**config.mk**
```make
export PLATFORM = sky130hd
export DESIGN_NAME = note_tone_player
export DESIGN_NICKNAME = d
export VERILOG_FILES = /design/src/rtl/note_tone_player.sv
export SDC_FILE = /design/constraint.sdc
export NUM_CORES = 1
export LEC_CHECK = 0
export ABC_AREA = 1
export ABC_CLOCK_PERIOD_IN_PS = 1700
export BUFFER_PORTS_ARGS = -buffer_cell sky130_fd_sc_hd__buf_2
export CAP_MARGIN = 20
export CORE_UTILIZATION = 56
export CTS_CLUSTER_DIAMETER = 80
export DETAILED_ROUTE_END_ITERATION = 10
export GPL_ROUTABILITY_DRIVEN = 0
export MAX_ROUTING_LAYER = met4
export PLACE_DENSITY = 0.77
export SLEW_MARGIN = 20
export SYNTH_ARGS = -nofsm -noshare
export SYNTH_HDL_FRONTEND = slang
export SYNTH_SLANG_ARGS = --single-unit
```
**constraint.sdc**
```tcl
create_clock -name clk -period 1.7 [get_ports clk]
set_input_delay 0.34 -clock clk [delete_from_list [all_inputs] [get_ports clk]]
set_output_delay 0.34 -clock clk [all_outputs]
set_load 0.03 [all_outputs]
```
**src/rtl/note_tone_player.sv**
```systemverilog
// note_tone_player: plays a latched note command as a square wave
// for a timed number of ticks, with rests, octave shift and abort.
module note_tone_player #(
  parameter int CLK_HZ  = 50_000_000,
  parameter int TICK_HZ = 1000,
  parameter int NOTE_W  = 4,
  parameter int OCT_W   = 2,
  parameter int DUR_W   = 16
) (
  input  logic              clk,
  input  logic              reset,
  input  logic              note_valid,
  output logic              note_ready,
  input  logic [NOTE_W-1:0] note,
  input  logic [OCT_W-1:0]  octave,
  input  logic [DUR_W-1:0]  duration,
  input  logic              stop,
  output logic              tone_out,
  output logic              tone_active,
  output logic              done
);

  localparam int TICK_RAW  = CLK_HZ / TICK_HZ;
  localparam int TICK_CYC  = (TICK_RAW < 1) ? 1 : TICK_RAW;
  localparam int PW        = (TICK_CYC > 1) ? $clog2(TICK_CYC) : 1;
  localparam int HP_RAW    = CLK_HZ / (2 * 262);
  localparam int HP_MAX    = (HP_RAW < 1) ? 1 : HP_RAW;
  localparam int HW        = $clog2(HP_MAX + 1);
  localparam int NUM_TONES = 10;

  localparam logic [0:0] IDLE = 1'b0;
  localparam logic [0:0] PLAY = 1'b1;

  function automatic logic [HW-1:0] hp_const(input int idx);
    int f;
    case (idx)
      0:       f = 262;
      1:       f = 294;
      2:       f = 330;
      3:       f = 349;
      4:       f = 392;
      5:       f = 440;
      6:       f = 494;
      7:       f = 523;
      8:       f = 587;
      9:       f = 659;
      default: f = 262;
    endcase
    return HW'(CLK_HZ / (2 * f));
  endfunction

  logic [0:0]       state;
  logic [HW-1:0]    hp_q;
  logic [HW-1:0]    tone_cnt;
  logic [PW-1:0]    presc;
  logic [DUR_W-1:0] dur_cnt;
  logic             rest_q;

  logic [HW-1:0]    base_hp;
  logic [HW-1:0]    shifted_hp;
  logic [HW-1:0]    hp_sel;
  logic             rest_sel;
  logic             accept;
  logic             tick_wrap;
  logic             tone_wrap;
  logic             last_cycle;

  assign note_ready  = (state == IDLE);
  assign tone_active = (state == PLAY);
  assign accept      = note_valid && note_ready;
  assign tick_wrap   = (presc == PW'(TICK_CYC - 1));
  assign tone_wrap   = (tone_cnt == hp_q - HW'(1));
  assign last_cycle  = tick_wrap && (dur_cnt == DUR_W'(1));

  // Table lookup and octave shift of the incoming note, clamped to 1.
  always_comb begin
    base_hp  = '0;
    rest_sel = 1'b1;
    for (int i = 0; i < NUM_TONES; i++) begin
      if (int'(note) == i) begin
        base_hp  = hp_const(i);
        rest_sel = 1'b0;
      end
    end
    shifted_hp = base_hp >> octave;
    hp_sel     = (shifted_hp == '0) ? HW'(1) : shifted_hp;
  end

  // FSM, done pulse and latched command fields.
  always_ff @(posedge clk) begin
    if (reset) begin
      state  <= IDLE;
      done   <= 1'b0;
      hp_q   <= HW'(1);
      rest_q <= 1'b0;
    end else begin
      done <= 1'b0;
      unique case (state)
        IDLE: begin
          if (accept) begin
            if (duration == '0) begin
              done <= 1'b1;
            end else begin
              state  <= PLAY;
              hp_q   <= hp_sel;
              rest_q <= rest_sel;
            end
          end
        end
        PLAY: begin
          if (stop) begin
            state <= IDLE;
          end else if (last_cycle) begin
            state <= IDLE;
            done  <= 1'b1;
          end
        end
        default: state <= IDLE;
      endcase
    end
  end

  // Tick prescaler and duration countdown.
  always_ff @(posedge clk) begin
    if (reset) begin
      presc   <= '0;
      dur_cnt <= '0;
    end else if (state == IDLE) begin
      if (accept) begin
        presc   <= '0;
        dur_cnt <= duration;
      end
    end else if (!stop && !last_cycle) begin
      if (tick_wrap) begin
        presc   <= '0;
        dur_cnt <= dur_cnt - DUR_W'(1);
      end else begin
        presc <= presc + PW'(1);
      end
    end
  end

  // Half-period counter and square-wave output.
  always_ff @(posedge clk) begin
    if (reset) begin
      tone_cnt <= '0;
      tone_out <= 1'b0;
    end else if (state == IDLE) begin
      tone_out <= 1'b0;
      if (accept) begin
        tone_cnt <= '0;
      end
    end else if (stop || last_cycle) begin
      tone_out <= 1'b0;
    end else if (tone_wrap) begin
      tone_cnt <= '0;
      if (!rest_q) begin
        tone_out <= ~tone_out;
      end
    end else begin
      tone_cnt <= tone_cnt + HW'(1);
    end
  end

endmodule

```
; ---- Word-level counts from Yosys, hierarchy flattened
; Cells that the tools add are included.
[word_totals]
regBits = 70
in_bits = 26
out_inout_bits = 4
[classes]
n_addsub = 4
div_mod_pow = 10
n_eq_ne = 15
shifts = 1
n_mux = 53
bitwise_logic = 4
reduce_logical = 16
[ops]
columns = op, n
row1 = $div A27 B32 Y32 const A, 10
row2 = $mux W31, 10
row3 = $mux W17, 15
row4 = $mux W16, 8
row5 = $eq A4 B4 Y1 const B, 6
row6 = $mux W1, 18
row7 = $add A17 B1 Y17 const B, 1
row8 = $eq A17 B17 Y1, 1
row9 = $logic_not A17 Y1, 1
row10 = $shr A17 B2 Y17, 1
row11 = $sub A17 B1 Y17 const B, 1
row12 = $add A16 B1 Y16 const B, 1
row13 = $eq A16 B1 Y1 const B, 1
row14 = $eq A16 B16 Y1 const B, 1
row15 = $logic_not A16 Y1, 1
row16 = $sub A16 B1 Y16 const B, 1
row17 = $eq A4 B3 Y1 const B, 2
row18 = $reduce_and A2 Y1, 3
row19 = $reduce_and A3 Y1, 2
row20 = $eq A4 B2 Y1 const B, 1
row21 = $logic_not A4 Y1, 1
row22 = $ne A2 B1 Y1 const B, 2
row23 = $not A1 Y1, 4
row24 = $pmux W1 S2, 2
row25 = other kinds (6), 9

; ---- Longest topological paths before layout
[depth]
word_depth = 16
mapped_depth = 15
depth_no_buf = 14

; ---- Worst setup path before layout
; No wires, ideal clock.
[synth_timing]
path_kind = flip-flop to flip-flop
from = register hp_q[0]
to = register tone_cnt[10]
arrival_ps = 1735
required_time_ps = 1585
path_slack_ps = -150
path_stages_with_launch = 14
cell_sequence = dfxtp_1 > inv_1 > ha_1 > buf_2 > nand2_1 > nor2_2 > xor2_1 > nand2_1 > nor2_1 > nand3_1 > nor2_1 > nand4_2 > nand3b_1 > nand2_1
[synth_via]
elab_chain_cells = 5
[synth_lines]
columns = element, line_no
row1 = start: declaration, 53  ; logic [HW-1:0] hp_q;
row2 = start signal: assignment, 105  ; hp_q <= hp_sel;
row3 = $sub A17 B1 Y17, 72  ; assign tone_wrap = (tone_cnt == hp_q - HW'(1));
row4 = $eq A17 B17 Y1, 72
row5 = $mux W17, 155  ; end else if (tone_wrap) begin
row6 = $mux W17, 153  ; end else if (stop || last_cycle) begin
row7 = $mux W17, 148  ; end else if (state == IDLE) begin
row8 = end signal: assignment, 161  ; tone_cnt <= tone_cnt + HW'(1);
row9 = end: declaration, 54  ; logic [HW-1:0] tone_cnt;
; Every way passes these cells. The select of a mux whose other input is x is not followed.
; A chain may end at the register's enable or synchronous reset.

; ---- Worst setup path in the final report
[layout_timing]
from = register presc[8]
to = register presc[7]
[layout_via]
elab_chain_cells = 6
word_cells_on_any_way = 9
cone_classes = eq/ne (2) / mux (3) / reduce/logical (4)
[layout_lines]
columns = element, line_no
row1 = start: declaration, 55  ; logic [PW-1:0] presc;
row2 = start signal: assignment, 138  ; presc <= presc + PW'(1);
row3 = $eq A16 B16 Y1 (*), 71  ; assign tick_wrap = (presc == PW'(TICK_CYC - 1));
row4 = $logic_and A1 B1 Y1, 73  ; assign last_cycle = tick_wrap && (dur_cnt == DUR_W'(1));
row5 = $logic_not A1 Y1, 133  ; end else if (!stop && !last_cycle) begin
row6 = $logic_and A1 B1 Y1, 133
row7 = $ne A2 B1 Y1 (no line), -
row8 = $reduce_and A2 Y1 (no line), -
; Every way passes the cells marked *; elsewhere a longest branch is shown, timed or not. The select of a mux whose other input is x is not followed.

==> impl_metrics.env <==
export IMPL_first_pass_iters=7
export IMPL_violations="negative setup slack"
export IMPL_cts_tree="done"
export IMPL_die_area_sq_um=9322
export IMPL_slew_violations=0
export IMPL_period_share_pct=133.7
export IMPL_crit_path_max_fanout=6
export IMPL_grt_overflow_total=0
export IMPL_grt_pass1_wl_um=27230
export IMPL_syn_inst=805
export IMPL_synth_avg_cell_area_sq_um=6.219
export IMPL_coreArea_sq_um=8678
export IMPL_netlist_area_sq_um=5006
export IMPL_timing_final_ws_setup_ps=-572.3
export IMPL_reg2reg_depth=11
export IMPL_htreeDepth=3
export IMPL_r2r_end="presc[7]"
export IMPL_period_minus_slack_ps=2272
export IMPL_die_width_um=96.55
export IMPL_grt_max_degree=24
export IMPL_critPathCaptureType="flip-flop"
export IMPL_path_cells="nand2_1, nor3_1, nand3b_1, nor3_4, nand2_1, nand2_2, nand2_4, buf_12, a21oi_4, o21ai_2, a21oi_2"
export IMPL_fillers=514
export IMPL_drtIter0Drc=870
export IMPL_ys_types=46
export IMPL_fin_cells=1073
export IMPL_cts_clk_slew_worst_paths_ps=90
export IMPL_fin_skew_ps=18.25
export IMPL_critPathLaunchType="flip-flop"
export IMPL_synthArstFlopShare_pct=0
export IMPL_setup_viol=51
export IMPL_required_ps=1980
export IMPL_port_buffers=29
export IMPL_synth_area_leaders="dfxtp_1 (28%), nand2_1 (16%), nand3_1 (7.7%), inv_1 (6.1%), nor2_1 (6.0%)"
export IMPL_tightest_slew_ps=458.2
export IMPL_cts_root_buf="clkbuf_8"
export IMPL_hp_class="input port to flip-flop"
export IMPL_antenna_found_initial=0
export IMPL_cts_buffer_depth=2
export IMPL_arrival_ps=2560
export IMPL_std_cell_rows=34
export IMPL_synth_seq_cells=70
export IMPL_ios=30
export IMPL_drtAntennaViolNets=0
export IMPL_first_global_vias=6135
export IMPL_hp_start="duration[8]"
export IMPL_slowest_stage="dfxtp_1"
export IMPL_start_util_pct=57.68
export IMPL_drc=0
export IMPL_power_per_cell_area_nw_per_um2=714.9
export IMPL_nets=991
export IMPL_relSlewSlack_pct=69.22
export IMPL_synth_top_cell_area_share_pct=27.99
export IMPL_min_to="dur_cnt[8]"
export IMPL_synth_commonest_cells="nand2_1 (210), inv_1 (82), nor2_1 (80)"
export IMPL_criticalPathCategory="flip-flop to flip-flop"
export IMPL_synth_nets=836
export IMPL_cp_common_cell="nand2_1"
export IMPL_fmax_mhz=440.1
export IMPL_drt_vias_per_instance=6.301
export IMPL_r2r_start="presc[8]"
export IMPL_hold_viol=0
export IMPL_diodes=0
export IMPL_syn_to_final_growth_pct=42.74
export IMPL_drive_gt1_share_pct=34.20
export IMPL_cpPeakStageDelay_ps=380
export IMPL_yosysTopAreaCell="dfxtp_1"
export IMPL_numCtsBuffers=9
export IMPL_grt_setup_unrepaired="yes"
export IMPL_status="finished with violations"
export IMPL_fin_total_pwr_uw=5108
export IMPL_ys_seq_area_share_pct=27.99
export IMPL_maxCapViolations=0
export IMPL_dp_hpwl_um=10610
export IMPL_critPathTopFamily="simple AND/OR/NAND/NOR gates"
export IMPL_yosysMostFrequentCell="nand2_1"
export IMPL_via_count=6761
export IMPL_wl_um=19450
export IMPL_cts_hold_buffers=0
export IMPL_clock_latency_ps=370
export IMPL_synth_edf_count=0
export IMPL_vdd_ir_drop_max_mv=0.4109
export IMPL_avgRoutedWirePerCell_um=18.13
export IMPL_dieHeight_um=96.55
export IMPL_leakage_uw=0.003164
export IMPL_hold_depth=3
export IMPL_ys_flop_type="dfxtp_1"
export IMPL_groute_usage_overall_pct=38.57
export IMPL_reg2reg_slack_ps=-570
export IMPL_clkSinkCount=70
export IMPL_yosysWarnings=0
export IMPL_placed_cells=1035
export IMPL_path_buf_inv=1
-- power breakdown --
group / switching, uW / internal, uW / total, uW
logic: 1060 / 732 / 1790
clock network: 716 / 825 / 1540
registers: 63.7 / 1710 / 1780
-- layout by cell type (no fill, tap or decap), types with 15 or more instances in the layout --
cell type / n
a21oi_1: 39
a21oi_2: 16
buf_2: 29
buf_4: 130
dfxtp_1: 60
inv_1: 77
nand2_1: 186
nand2_2: 18
nand3_1: 60
nand3_2: 18
nand4_1: 19
nor2_1: 63
o211ai_1: 15
o21ai_0: 27
xor2_1: 19
-- registers in the layout, summed over array words and instances (netlist names) --
name / count
rest_q: 1
presc: 16
tone_out: 1
done: 1
hp_q: 17
dur_cnt: 16
tone_active: 1
tone_cnt: 17
-- worst register-to-register path, delay by kind of cell (launching register included) --
family                 cells  cell delay (ps)
buffers and inverters      1              160
and+or+nand+nor            7             1100
DFF                        1              380
AOI/OAI and AO/OA          3              560
-- metrics by stage --
stage	TNS [ps]	worst slack [ps]	utilization, %	hold WS (ps)	area, sq um
floorplan	-281.1	-37.29	-	449.2	5057
CTS	-5303	-192.8	79.04	276.5	6859
finish	-19990	-572.3	82.34	254.9	7146
detailed placement	-8711	-305.4	70.82	463.1	6146
global route	-23150	-584.5	82.34	284.3	7146
global placement	-6212	-199.3	70.82	461.5	6146
-- what timing repair did --
item | CTS | global route
resized for setup | 83 | 72
gates cloned | 3 | 1
endpoints found under the setup margin | 50 | 51
pin swaps | 28 | 35
setup buffers | 17 | 4
-- logic make-up (layout without fill, tap and decap cells) --
kind of cell,Yosys count,after routing,share of synthesized area [%]
adder cells (fa/ha/maj),5,5,1.250
AO/OA/AOI/OAI,133,133,15.45
XOR/XNOR,28,28,4.899
multiplexers,2,2,0.3999
flip-flops,70,70,27.99
AND/OR/NAND/NOR,446,447,40.14
buffers and inverters,121,280,9.873
-- worst max-delay path by stage --
stage / from / to / slack [ps] / cells past startpoint
after global routing: presc[8] / presc[14] / -580 / 12
after floorplan: hp_q[0] / tone_cnt[10] / -40 / 13
after CTS: presc[10] / presc[7] / -190 / 10
final: presc[8] / presc[7] / -570 / 11
after global placement: hp_q[1] / tone_cnt[11] / -200 / 11
after detailed placement: hp_q[1] / tone_cnt[9] / -310 / 11
-- routing by layer --
layer  part of all wire (%)  track usage, %
met4                    7.6           23.53
met5                      0               -
met3                     10           6.808
met1                     36           44.03
met2                     46           62.91
-- area by class of cell --
class / instances / area, sq um / area share (%)
Multi-Input combinational cell: 615 / 3651 / 51.09
Sequential cell: 70 / 1419 / 19.86
Timing Repair Buffer: 177 / 1398 / 19.56
Inverter: 87 / 329.1 / 4.605
Tap cell: 108 / 135.1 / 1.891
Clock buffer: 10 / 127.6 / 1.786
Clock inverter: 6 / 86.33 / 1.208
No activity file was read; power rests on OpenSTA's default activity.
